--- src/rtl/hdmi_pkg.sv ---
// Shared TMDS definitions for the HDMI channel transmitter and receiver:
// period modes, fixed code words and the stage-1 transition-minimisation encoder.
package hdmi_pkg;

  typedef enum logic [1:0] {
    MODE_CTRL  = 2'd0,
    MODE_VIDEO = 2'd1,
    MODE_TERC4 = 2'd2,
    MODE_GUARD = 2'd3
  } mode_e;

  localparam logic [9:0] CTRL_00 = 10'b1101010100;
  localparam logic [9:0] CTRL_01 = 10'b0010101011;
  localparam logic [9:0] CTRL_10 = 10'b0101010100;
  localparam logic [9:0] CTRL_11 = 10'b1010101011;

  localparam logic [9:0] GUARD_BR = 10'b1011001100;  // channels 0 and 2
  localparam logic [9:0] GUARD_G  = 10'b0100110011;  // channel 1

  function automatic logic [9:0] terc4_code(input logic [3:0] a);
    logic [9:0] c;
    case (a)
      4'h0: c = 10'b1010011100;
      4'h1: c = 10'b1001100011;
      4'h2: c = 10'b1011100100;
      4'h3: c = 10'b1011100010;
      4'h4: c = 10'b0101110001;
      4'h5: c = 10'b0100011110;
      4'h6: c = 10'b0110001110;
      4'h7: c = 10'b0100111100;
      4'h8: c = 10'b1011001100;
      4'h9: c = 10'b0100111001;
      4'hA: c = 10'b0110011100;
      4'hB: c = 10'b1011000110;
      4'hC: c = 10'b1010001110;
      4'hD: c = 10'b1001110001;
      4'hE: c = 10'b0101100011;
      default: c = 10'b1011000011;
    endcase
    return c;
  endfunction

  function automatic logic [3:0] popcount8(input logic [7:0] v);
    logic [3:0] n;
    n = '0;
    for (int i = 0; i < 8; i++) n = n + {3'b000, v[i]};
    return n;
  endfunction

  // qm[8] = 1 marks XOR chaining, 0 marks XNOR chaining.
  function automatic logic [8:0] tm_encode(input logic [7:0] d);
    logic [3:0] n1;
    logic       use_xnor;
    logic [8:0] q;
    n1       = popcount8(d);
    use_xnor = (n1 > 4'd4) || ((n1 == 4'd4) && !d[0]);
    q        = '0;
    q[0]     = d[0];
    for (int i = 1; i < 8; i++)
      q[i] = use_xnor ? ~(q[i-1] ^ d[i]) : (q[i-1] ^ d[i]);
    q[8] = ~use_xnor;
    return q;
  endfunction

endpackage

--- src/rtl/hdmi_channel_tx.sv ---
// Single-lane TMDS encoder: stage 1 does transition minimisation, stage 2 applies
// DC balance or substitutes control/TERC4/guard codes. One symbol per clock.
module hdmi_channel_tx
  import hdmi_pkg::*;
#(
  parameter int CHANNEL = 0
) (
  input  logic       clk,
  input  logic       rst,
  input  logic [1:0] mode,
  input  logic [7:0] data,
  input  logic [1:0] ctrl,
  input  logic [3:0] aux,
  output logic [9:0] tmds,
  output logic       tmds_valid
);

  // Stage 1
  logic [8:0] qm_q, qm_d;
  logic [3:0] n1_q, n0_q, n1_d;
  mode_e      mode_q;
  logic [1:0] ctrl_q;
  logic [3:0] aux_q;

  assign qm_d = tm_encode(data);
  assign n1_d = popcount8(qm_d[7:0]);

  always_ff @(posedge clk or posedge rst) begin
    if (rst) begin
      qm_q   <= '0;
      n1_q   <= '0;
      n0_q   <= '0;
      mode_q <= MODE_CTRL;
      ctrl_q <= '0;
      aux_q  <= '0;
    end else begin
      qm_q   <= qm_d;
      n1_q   <= n1_d;
      n0_q   <= 4'd8 - n1_d;
      mode_q <= mode_e'(mode);
      ctrl_q <= ctrl;
      aux_q  <= aux;
    end
  end

  // Stage 2
  logic [9:0]        tmds_q, tmds_d;
  logic signed [4:0] cnt_q, cnt_d;
  logic signed [5:0] diff, cnt_w, sum;
  logic [1:0]        vld_pipe_q;
  logic              qm8;
  logic [7:0]        qm;

  assign qm8 = qm_q[8];
  assign qm  = qm_q[7:0];

  // 6-bit intermediates keep the disparity update free of 5-bit overflow.
  always_comb begin
    tmds_d = CTRL_00;
    cnt_d  = '0;
    diff   = $signed({2'b00, n1_q}) - $signed({2'b00, n0_q});
    cnt_w  = {cnt_q[4], cnt_q};
    sum    = '0;
    case (mode_q)
      MODE_CTRL: begin
        case (ctrl_q)
          2'b00:   tmds_d = CTRL_00;
          2'b01:   tmds_d = CTRL_01;
          2'b10:   tmds_d = CTRL_10;
          default: tmds_d = CTRL_11;
        endcase
      end
      MODE_TERC4: tmds_d = terc4_code(aux_q);
      MODE_GUARD: tmds_d = (CHANNEL == 1) ? GUARD_G : GUARD_BR;
      default: begin
        if ((cnt_q == 5'sd0) || (n1_q == n0_q)) begin
          tmds_d = {~qm8, qm8, qm8 ? qm : ~qm};
          sum    = qm8 ? (cnt_w + diff) : (cnt_w - diff);
        end else if ((!cnt_q[4] && (n1_q > n0_q)) || (cnt_q[4] && (n0_q > n1_q))) begin
          tmds_d = {1'b1, qm8, ~qm};
          sum    = cnt_w + $signed({4'b0000, qm8, 1'b0}) - diff;
        end else begin
          tmds_d = {1'b0, qm8, qm};
          sum    = cnt_w - $signed({4'b0000, ~qm8, 1'b0}) + diff;
        end
        cnt_d = sum[4:0];
      end
    endcase
  end

  always_ff @(posedge clk or posedge rst) begin
    if (rst) begin
      tmds_q     <= CTRL_00;
      cnt_q      <= '0;
      vld_pipe_q <= '0;
    end else begin
      tmds_q     <= tmds_d;
      cnt_q      <= cnt_d;
      vld_pipe_q <= {vld_pipe_q[0], 1'b1};
    end
  end

  assign tmds       = tmds_q;
  assign tmds_valid = vld_pipe_q[1];

endmodule
--- config.mk ---
export PLATFORM = sky130hd
export DESIGN_NAME = hdmi_channel_tx
export DESIGN_NICKNAME = d
export VERILOG_FILES = /design/src/rtl/hdmi_pkg.sv /design/src/rtl/hdmi_channel_tx.sv
export SDC_FILE = /design/constraint.sdc
export NUM_CORES = 1
export LEC_CHECK = 0
export CAP_MARGIN = 5
export CORE_MARGIN = 2
export CORE_UTILIZATION = 30
export CTS_CLUSTER_SIZE = 10
export DETAILED_ROUTE_END_ITERATION = 12
export SLEW_MARGIN = 0
export SYNTH_ARGS = -nofsm -noshare
export SYNTH_HDL_FRONTEND = slang
export SYNTH_SLANG_ARGS = --single-unit
--- constraint.sdc ---
create_clock -name clk -period 4.33 [get_ports clk]
set_input_delay 0.6495 -clock clk [delete_from_list [all_inputs] [get_ports clk]]
set_output_delay 0.6495 -clock clk [all_outputs]
set_load 0.02 [all_outputs]
-- Yosys cells after proc, flatten, opt, wreduce, memory -nomap -nowiden
Memory sizes are Yosys's and may differ from the RTL's.
Cells that the tools add are included.
- $add $sub $neg: 22
- order comparisons: 3
- equal/unequal tests: 6
- mux-type cells: 16
- bitwise gates (word level): 17
- reduce and logical (&&, ||, !) cells: 12
- operators by type and width (operator ; count):
    $pmux 10 s3 ; 2
    $add 4x1->4 ; 8
    $mux 10 ; 2
    $mux 5 ; 4
    $add 5x5->5 ; 2
    $sub 5x5->5 ; 2
    $not 1->1 ; 9
    $add 3x1->4 ; 2
    $gt 4x4->1 ; 2
    $mux 8 ; 1
    $not 8->8 ; 1
    $mux 1 ; 7
    $xor 1x1->1 ; 7
    $add 2x1->3 ; 2
    $eq 2x2->1 const B ; 3
    $add 5x3->5 ; 1
    $logic_not 5->1 ; 1
    $sub 4x4->5 ; 1
    $sub 5x3->5 ; 1
    $add 1x1->2 ; 2
    $eq 4x3->1 const B ; 1
    $eq 4x4->1 ; 1
    $gt 4x3->1 const B ; 1
    $logic_not 2->1 ; 2
    6 further kinds ; 11
- bits in registers: 42
- memory bits (read-only): 160
- input port bits: 18
- output and inout bits: 11
- memories: 1
- memory list (name ; depth ; width ; rd ports ; clocked after memory_dff ; write ports ; RTL line ; text):
    (name not given) ; 16 ; 10 ; 1 ; 0 ; 0 ; hdmi_pkg.sv:22 ; case (a)

-- Logic depth before layout (Yosys ltp)
Gate-level depths: netlist of the first run.
- depth in word-level cells: 31
- depth in mapped cells: 22

-- Least setup slack after synthesis of the first run
No wires, ideal clock.
- kind: in2reg
- start point: input data[0]
- end point: register n0_q[3]
- setup time: 0.079 ns
- arrival time: 6.335 ns
- required time: 4.251 ns
- path slack: -2.084 ns
- cell stages on the path: 22
- path buffers: 0
- cell sequence: inv_1 > fa_1 > fa_1 > fa_1 > inv_1 > ha_1 > fa_1 > nor3_1 > o21ai_0 > a21oi_1 > xnor2_1 > inv_1 > fa_1 > fa_1 > inv_1 > fa_1 > ha_1 > inv_1 > fa_1 > inv_1 > nor3_1 > xor2_1
- longest elaborated chain between the ends: 31
- elaborated cells on any way between the ends: 41
- classes of those cells: add/sub: 15; order compare: 1; eq/ne: 1; mux: 7; bitwise: 14; reduce/logical: 3
- RTL lines (what ; RTL line ; text):
    start, declared ; hdmi_channel_tx.sv:11 ; input logic [7:0] data,
    branches (longest 10 deep; another with $add 3x1->4) ; n/a ;
    $mux 1 * ; hdmi_pkg.sv:60 ; q[i] = use_xnor ? ~(q[i-1] ^ d[i]) : (q[i-1] ^ d[i]);
    via qm_d[1] ; hdmi_channel_tx.sv:19 ; logic [8:0] qm_q, qm_d;
    branches (longest 18 deep; another with $add 3x1->4) ; n/a ;
    $add 4x1->4 * ; hdmi_pkg.sv:46 ; for (int i = 0; i < 8; i++) n = n + {3'b000, v[i]};
    via n1_d[1] ; hdmi_channel_tx.sv:20 ; logic [3:0] n1_q, n0_q, n1_d;
    $sub 4x4->4 * ; hdmi_channel_tx.sv:39 ; n0_q <= 4'd8 - n1_d;
    end signal, assigned ; hdmi_channel_tx.sv:39 ;
    end, declared ; hdmi_channel_tx.sv:20 ;
Mark *: on every way through the listed nets, which the timed path passes.

-- Final worst setup path of the first run
- start point: input data[3]
- end point: register n0_q[3]
- longest elaborated chain between the ends: 29
- elaborated cells on any way between the ends: 36
- classes of those cells: add/sub: 13; order compare: 1; eq/ne: 1; mux: 7; bitwise: 12; reduce/logical: 2
- RTL lines (what ; RTL line):
    branches (longest 14 deep; another with $add 3x1->4) ; n/a
    $mux 1 * ; hdmi_pkg.sv:60
    via qm_d[3] ; hdmi_channel_tx.sv:19
    branches (longest 12 deep; another with $add 3x1->4) ; n/a
    $add 4x1->4 * ; hdmi_pkg.sv:46
    via n1_d[1] ; hdmi_channel_tx.sv:20
    $sub 4x4->4 * ; hdmi_channel_tx.sv:39
Marked as above.

==> results of run 1 <==
## kinds of logic after synthesis
group | count (synthesis) | share of synthesized area (%)
AO/OA/AOI/OAI | 61 | 14.1
buffers and inverters | 59 | 7.47
AND/OR/NAND/NOR | 57 | 9.85
adder cells (fa/ha/maj) | 50 | 24.1
flip-flops | 40 | 33.6
XOR/XNOR | 32 | 10.4
other | 1 | 0.125
multiplexers | 1 | 0.376
## through the flow
step / utilization [%] / worst slack [ns] / TNS (ns) / instance area (µm²) / std cells
2_1_floorplan: - / -1.88 / -10.09 / 3020 / 301
3_3_place_gp: 37.1 / -2.40 / -13.79 / 3610 / 478
3_5_place_dp: 37.1 / -2.53 / -14.62 / 3610 / 478
4_1_cts: 40.6 / -1.85 / -11.74 / 3950 / 513
5_1_grt: 39.9 / -2.04 / -11.40 / 3880 / 500
6_report: 39.9 / -1.83 / -10.33 / 3880 / 500
## cell type report
type                    count  share of cell area (%)
multi-input cells         202                    47.2
repair buffers             65                    15.3
clock inverters             2                   0.322
well taps                 133                    4.29
inverters                  52                    5.10
clock buffers               6                    1.87
flip-flops and latches     40                    26.0
## state kept, by name (all words and copies together), names as in the netlist, 3 cells and up
| signal | count |
|---|---|
| aux_q | 4 |
| cnt_q | 5 |
| qm_q | 9 |
| n0_q | 3 |
| tmds | 10 |
| n1_q | 3 |
## worst paths after layout
kind                       depth (start not counted)                 endpoint               startpoint
setup / recovery                                  23        n0_q[3]$_DFF_PP0_                  data[3]
hold / removal                                     0  vld_pipe_q[1]$_DFF_PP0_  vld_pipe_q[0]$_DFF_PP0_
setup reg to reg                                  14       cnt_q[4]$_DFF_PP0_        n1_q[1]$_DFF_PP0_
hold reg to reg                                    0  vld_pipe_q[1]$_DFF_PP0_  vld_pipe_q[0]$_DFF_PP0_
max in group asynchronous                          3        tmds[9]$_DFF_PP1_                      rst
min in group asynchronous                          3        n0_q[1]$_DFF_PP0_                      rst
## metal layers
metal	part of all wire (%)	wire length [µm]
met1	47	2830
met2	49	2960
met5	0	0
met3	3.3	200
met4	1.3	81
## timing repair
| action | CTS | global route |
|---|---|---|
| endpoints found under the setup margin | 6 | 7 |
| hold buffers | 0 | 0 |
| resized for setup | 34 | 11 |
| pin swaps | 14 | 15 |
| buffers inserted | 28 | 5 |
## synth_stat cells, types with 2 or more instances
cell type and instances:
nand2b_1 3, o221ai_1 5, dfstp_2 5, nand2_1 14
nor3_1 6, nand3b_1 4, inv_1 52, a21oi_1 16
fa_1 13, xor2_1 5, a21o_1 3, nand3_1 5
clkbuf_1 5, nor2_1 12, xnor2_2 3, dfrtp_1 35
nor3b_1 2, or2_2 2, ha_1 37, o21ai_0 13
a211oi_1 5, o211ai_1 5, buf_2 2, xnor2_1 23
nor2b_1 3
## worst max-delay path, cell delays in order
cell	delay [ns]
buf_8	0.08
inv_4	0.03
fa_1	0.54
fa_1	0.43
fa_1	0.49
inv_1	0.04
ha_2	0.17
fa_1	0.45
nor3_2	0.24
o21ai_1	0.11
a21oi_2	0.27
xor2_1	0.22
inv_1	0.07
fa_1	0.45
fa_1	0.51
inv_2	0.05
fa_2	0.55
ha_4	0.14
inv_2	0.03
fa_1	0.52
inv_2	0.05
nor3_2	0.16
xor2_1	0.15
==> qor.yml, run 1 <==
outcome: "finished, violations left"
violations: "setup timing"
die_area_mm2: 0.0108
overflow: 0
cts.sinks: 40
synth_cell_type_count: 48
synthFlopType: "dfrtp_1"
cp_max_fo: 3
max_cap_viol_count: 0
mostFrequentLayoutCell: "inv_1"
setup_violations: 6
yosysWarningCount: 0
ys_seq_area_share_pct: 33.6
clk_latency_ns: 0.29
synthesis.area_mm2: 0.00300
cts_tree: "built"
timing.fmax_mhz: 162
seqCellArea_mm2: 0.00101
synth_top_area_share_pct: 29.2
drt_first_pass_iters: 4
area_delta_synth_final_pct: 29.5
worst_pin_slew_ns: 0.509
dieWidth_um: 104
core_mm2: 0.00973
fillers: 964
hold_ws_ns: 0.359
nets: 434
reg2reg_slack_ns: 0.99
synth_area_leaders: "dfrtp_1, ha_1, fa_1"
gp_congestion: 0.786
start_util_pct: 30.8
min_path_type: "flop to flop"
grt_max_degree: 41
drive_gt1_share_pct: 21.8
ys_ff_latch: 40
num_rows: 36
globalRouteMet1Util_pct: 16.1
track_usage_pct: 12.2
mappedNetlistNets: 369
worstSetupStartpointType: "input pin"
synth_cells: 301
required_ns: 4.55
grt_use_met3_pct: 2.07
timing_worst_setup_path_type: "input pin to flop"
cp.arrival_ns: 6.38
routed_wl_mm: 6.07
post-route-period-util_pct: 142
path_clk_slew_ns: 0.08
viasPerCell: 4.48
first_iter_violations: 95
grt_pass1_vias: 2412
multi_input_area_mm2: 0.00183
numPortBuffers: 28
synth_edf_count: 0
post_drt_wl_per_cell_um: 12.1
grt-busiest-layer: "met2"
hold_viol_final: 0
hpwlAfterDp_mm: 4.74
yosys.area.top_type: "dfrtp_1"
cts_buffers: 5
cts_max_level: 2
antenna_found_initial: 0
slew_headroom_pct: 65.7
via_count: 2241
async_flop_share_pct: 100
final_antenna_net_count: 0
layout_common_cells: "inv_1, dfrtp_1, ha_1, buf_4, clkdlybuf4s50_1"
pin_count: 29
fin_skew_ns: 0.00544
clockBufferDepth: 2
die_y_um: 104
grt_pass1_wl_mm: 11.0
root_buffer: "clkbuf_8"
rsz0062_at_grt: "true"
period_needed_ns: 6.16
drc: 0
use_met2_pct: 20.6
maxSlewViolCount: 0
syn_avg_cell_area_um2: 9.96
antenna_cells: 0
fin_ws_ns: -1.83
endpoint_kind: "flop"
Power of run 1 is left out: the tool's default activity adds up to more than one toggle a clock period on the data nets, which glitch-free logic cannot reach.
==> inputs of run 2 (changes only) <==
- CAP_MARGIN: 5 -> unset
- CORE_MARGIN: 2 -> 3
==> run 2 against run 1 <==
Net effect:
- the run still ends with setup timing left
- maximum frequency grew 1.1%
- sequential share of layout area grew 0.46 points
- via count decreased by 0.98%
- utilization is 0.43 points higher
- final cell count shrank 1.8%
- sequential cell count is the same
- register-to-register slack barely moved
- non-clock buffer count is 5 lower
- worst setup slack improved by 0.067 ns
- hold slack got worse by 0.0066 ns
- count of clock-buffer cells in the layout is the same
==> qor.yml, run 2 (synthesis results as in run 1) <==
die_y_um: 106  # +1.9%
cts_tree: "built"
grt_pass1_wl_mm: 9.93  # -10%
drt_first_pass_iters: 4  # unchanged
largest_register_ffs: 10  # unchanged
area_delta_synth_final_pct: 27.2
outcome: "finished, violations left"
timing_worst_setup_path_type: "input pin to flop"
cpMaxStageDelayCell: "fa_1"
cts_buffers: 5  # unchanged
hold_ws_ns: 0.352  # -0.00656 ns
numPortBuffers: 28  # unchanged
rsz0062_at_grt: "true"
clk_latency_ns: 0.29  # about the same
first_iter_violations: 73  # -23%
cts_max_level: 2  # unchanged
track_usage_pct: 10.7  # -1.5 points
root_buffer: "clkbuf_8"
clockBufferDepth: 2  # unchanged
cp_max_fo: 3  # unchanged
post_drt_wl_per_cell_um: 11.5  # -4.9%
antenna_cells: 0  # unchanged
endpoint_kind: "flop"
worst_pin_slew_ns: 0.554  # +0.0452 ns
slew_headroom_pct: 62.7  # -3.0 points
overflow: 0  # unchanged
grt_pass1_vias: 2154  # -11%
die_area_mm2: 0.0112  # +3.9%
timing.fmax_mhz: 164  # +1.1%
antenna_found_initial: 0  # unchanged
mostFrequentLayoutCell: "inv_1"
hold_viol_final: 0  # unchanged
cts.sinks: 40  # unchanged
worstSetupStartpointType: "input pin"
core_mm2: 0.00946  # -2.8%
seqCellArea_mm2: 0.00101  # unchanged
path_clk_slew_ns: 0.07  # about the same
viasPerCell: 4.52  # +0.83%
min_path_type: "flop to flop"
slowest_delay_ns: 0.54  # about the same
nets: 429  # -1.2%
cp.arrival_ns: 6.31  # -0.07 ns
drive_gt1_share_pct: 20.2  # -1.6 points
routed_wl_mm: 5.67  # -6.6%
multi_input_area_mm2: 0.00182  # -0.75%
max_cap_viol_count: 0  # unchanged
hpwlAfterDp_mm: 4.61  # -2.6%
required_ns: 4.54  # about the same
cp_cell_sequence: "buf_8, inv_4, fa_1, fa_1, fa_1, inv_1, ha_2, fa_1, nor3_2, o21ai_1, a21oi_2, xor2_1, inv_1, fa_1, fa_1, inv_2, fa_2, ha_4, inv_2, fa_1, inv_2, nor3_2, xor2_1"
via_count: 2219  # -0.98%
pin_count: 29  # unchanged
violations: "setup timing"
maxSlewViolCount: 0  # unchanged
grt_max_degree: 41  # unchanged
start_util_pct: 31.7  # +0.88 points
drc: 0  # unchanged
dieWidth_um: 106  # +1.9%
fillers: 930  # -3.5%
gp_congestion: 0.878  # +12%
fin_skew_ns: 0.00597  # +0.000530 ns
setup_violations: 6  # unchanged
final_antenna_net_count: 0  # unchanged
cts_hold_buf: 0  # unchanged
cpMostUsedCell: "fa_1"
layout_common_cells: "inv_1, ha_1, dfrtp_1, buf_4, clkdlybuf4s50_1"
num_rows: 35  # -2.8%
fin_ws_ns: -1.76  # +0.0665 ns
post-route-period-util_pct: 141  # -1.5 points
period_needed_ns: 6.09  # -0.0665 ns
-- run 2: repair_timing --
item                                    CTS  global route
hold endpoints to repair                  0             0
cloned                                    0             0
setup buffers                             4             3
endpoints found under the setup margin    6             6
pin swaps                                14            13
resized for setup                        25             3
-- run 2: cell type report --
class | count | area share [%]
Tap cell | 129 | 4.23
Multi-Input combinational cell | 202 | 47.7
Clock inverter | 2 | 0.919
Timing Repair Buffer | 60 | 13.7
Clock buffer | 6 | 1.90
Inverter | 52 | 5.19
Sequential cell | 40 | 26.4
-- run 2: final timing paths --
check / start / endpoint / slack [ns] / depth (start not counted)
min: vld_pipe_q[0]$_DFF_PP0_ / vld_pipe_q[1]$_DFF_PP0_ / 0.35 / 0
min in group asynchronous: rst / n0_q[2]$_DFF_PP0_ / 0.78 / 3
max reg2reg: n1_q[1]$_DFF_PP0_ / cnt_q[4]$_DFF_PP0_ / 1.00 / 14
min reg2reg: vld_pipe_q[0]$_DFF_PP0_ / vld_pipe_q[1]$_DFF_PP0_ / 0.35 / 0
max in group asynchronous: rst / tmds[8]$_DFF_PP1_ / 3.19 / 3
max: data[3] / n0_q[3]$_DFF_PP0_ / -1.76 / 23
-- run 2: metrics by stage --
step / instances / worst slack, ns / cell area, µm² / setup TNS (ns) / util (%)
floorplan: 301 / -1.88 / 3020 / -10.09 / -
global placement: 476 / -2.37 / 3620 / -13.38 / 38.3
detailed placement: 476 / -2.51 / 3620 / -14.32 / 38.3
CTS: 488 / -1.89 / 3780 / -10.00 / 39.9
global route: 491 / -1.99 / 3810 / -10.67 / 40.3
finish: 491 / -1.76 / 3810 / -9.52 / 40.3
-- run 2: worst max-delay path, delay by kind of cell --
family | cells | cell delay (ns)
simple gates | 2 | 0.38
xor+xnor | 2 | 0.35
fa+ha+maj | 10 | 4.24
buf+inv | 7 | 0.35
compound gates | 2 | 0.33
-- run 2: metal layers --
layer / up-vias / share of wire, % / track usage [%]
met5: - / 0 / 0
met4: 0 / 1.1 / 2.78
met3: 5 / 3.8 / 2.49
met2: 38 / 48 / 17.8
met1: 1064 / 47 / 14.1
li1: 1112 / - / -
Power of run 2 is left out for the same reason.
==> inputs of run 3 (changes only) <==
- REMOVE_ABC_BUFFERS: unset -> 1
==> run 3 against run 2 <==
Net effect:
- the flow still finishes with violations (setup timing)
- via count fell by 0.63%
- sequential share of layout area fell by 0.12 points
- clock skew rose by 0.00079 ns
- utilization rose by 0.19 points
- largest cell class unchanged
- final cell count fell by 0.20%
- wire length rose by 4.7%
- sequential cell count did not move
- highest routed layer unchanged
- non-clock buffer count fell by 1
==> qor.yml, run 3 (synthesis results as in run 1) <==
outcome: "finished, violations left"
violations: "setup timing"
min_path_type: "flop to flop"
largest_register_ffs: 10  # unchanged
slew_headroom_pct: 67.2  # +4.5 points
r2r-start: "n1_q[1]$_DFF_PP0_"
start_util_pct: 31.7  # unchanged
die_area_mm2: 0.0112  # unchanged
antenna_cells: 0  # unchanged
cpMaxStageDelayCell: "fa_2"
cpMostUsedCell: "fa_1"
die_y_um: 106  # unchanged
fin_cells: 490  # -0.20%
via_count: 2205  # -0.63%
post_drt_wl_per_cell_um: 12.1  # +4.9%
max_cap_viol_count: 0  # unchanged
pin_count: 29  # unchanged
antenna_found_initial: 0  # unchanged
clk_latency_ns: 0.29  # about the same
required_ns: 4.55  # about the same
cts_max_level: 2  # unchanged
area_delta_synth_final_pct: 27.8
fin_skew_ns: 0.00677  # +0.000794 ns
worst_pin_slew_ns: 0.487  # -0.0670 ns
num_rows: 35  # unchanged
track_usage_pct: 11.3  # +0.56 points
hpwlAfterDp_mm: 4.71  # +2.0%
viasPerCell: 4.50  # -0.43%
cts.sinks: 40  # unchanged
reg2reg_slack_ns: 1.01  # about the same
cp_max_fo: 3  # unchanged
timing.fmax_mhz: 163  # -0.95%
drive_gt1_share_pct: 20.2  # +0.056 points
fillers: 932  # +0.22%
final_antenna_net_count: 0  # unchanged
slowest_delay_ns: 0.55  # about the same
dp.cells: 475  # -0.21%
grt_pass1_vias: 2282  # +5.9%
path_depth: 24  # +4.3%
hold_viol_final: 0  # unchanged
critPathBufInv: 8  # +1
cts_tree: "built"
overflow: 0  # unchanged
post-route-period-util_pct: 142  # +1.4 points
cts_hold_buf: 0  # unchanged
nets: 428  # -0.23%
dieWidth_um: 106  # unchanged
routed_wl_mm: 5.93  # +4.7%
cp_cell_sequence: "buf_8, inv_4, fa_1, fa_1, fa_1, inv_1, ha_2, fa_1, nor3_2, o21ai_1, a21oi_1, buf_4, xor2_2, inv_1, fa_1, fa_1, inv_1, fa_1, ha_2, inv_2, fa_2, inv_2, nor3_4, xor2_1"
holdPathEnd: "vld_pipe_q[1]$_DFF_PP0_"
numPortBuffers: 28  # unchanged
period_needed_ns: 6.15  # +0.0587 ns
root_buffer: "clkbuf_8"
postLayoutCoreUtil_pct: 40.5  # +0.19 points
endpoint_kind: "flop"
rr_worst_depth: 14  # unchanged
drt_first_pass_iters: 4  # unchanged
cp.arrival_ns: 6.37  # +0.06 ns
setup_violations: 6  # unchanged
gp_congestion: 0.807  # -8.1%
min_path_cells: 0  # unchanged
cts_buffers: 5  # unchanged
min-delay-start: "vld_pipe_q[0]$_DFF_PP0_"
drc: 0  # unchanged
fin_ws_ns: -1.82  # -0.0587 ns
first_iter_violations: 93  # +27%
grt_pass1_wl_mm: 10.5  # +6.0%
clockBufferDepth: 2  # unchanged
grt_max_degree: 41  # unchanged
layout_common_cells: "inv_1, dfrtp_1, ha_1, buf_4, clkdlybuf4s50_1"
maxSlewViolCount: 0  # unchanged
path_delay_family: "adder cells"
timing_worst_setup_path_type: "input pin to flop"
r2r-end: "cnt_q[4]$_DFF_PP0_"
pre_cts_ws_ns: -2.69  # -0.180 ns
rsz0062_at_grt: "true"
core_mm2: 0.00946  # unchanged
tns_ns: -10.22  # -0.697 ns
mostFrequentLayoutCell: "inv_1"
worstSetupStartpointType: "input pin"
path_clk_slew_ns: 0.07  # about the same
-- run 3: area by class of cell --
type	instances	area [µm²]	area share, %
clock buffer	7	76.3	1.99
clock inverter	1	5.00	0.131
inverter	52	198	5.16
multi-input combinational	202	1860	48.6
sequential	40	1010	26.3
tap	129	161	4.21
timing repair buffer	59	522	13.6
-- run 3: how the worst max path moves through the flow --
stage	start	endpoint	slack, ns
after floorplan	data[0]	n0_q[3]$_DFF_PP0_	-2.08
after CTS	data[3]	n0_q[3]$_DFF_PP0_	-1.88
after global routing	data[3]	n0_q[3]$_DFF_PP0_	-2.06
after detailed placement	data[0]	n0_q[3]$_DFF_PP0_	-2.69
after global placement	data[0]	n0_q[3]$_DFF_PP0_	-2.54
final	data[3]	n0_q[3]$_DFF_PP0_	-1.82
-- run 3: repair_timing --
action / in CTS / in global routing
endpoints found under the setup margin: 7 / 6
gates resized for setup: 33 / 7
buffers inserted: 7 / 1
pin swaps: 16 / 13
-- run 3: routing by layer --
layer / track usage (%) / part of all wire (%) / vias up
met3: 2.00 / 3.9 / 9
met5: 0 / 0 / -
met4: 3.79 / 1.6 / 0
met1: 15.3 / 46 / 1042
met2: 18.2 / 49 / 43
li1: - / - / 1111
-- run 3: per-stage QoR --
step | hold WS (ns) | instance area, µm²
floorplan | 0.331 | 2970
global placement | 0.338 | 3590
detailed placement | 0.349 | 3590
CTS | 0.365 | 3770
global route | 0.373 | 3830
finish | 0.362 | 3830
Power of run 3 is left out for the same reason.
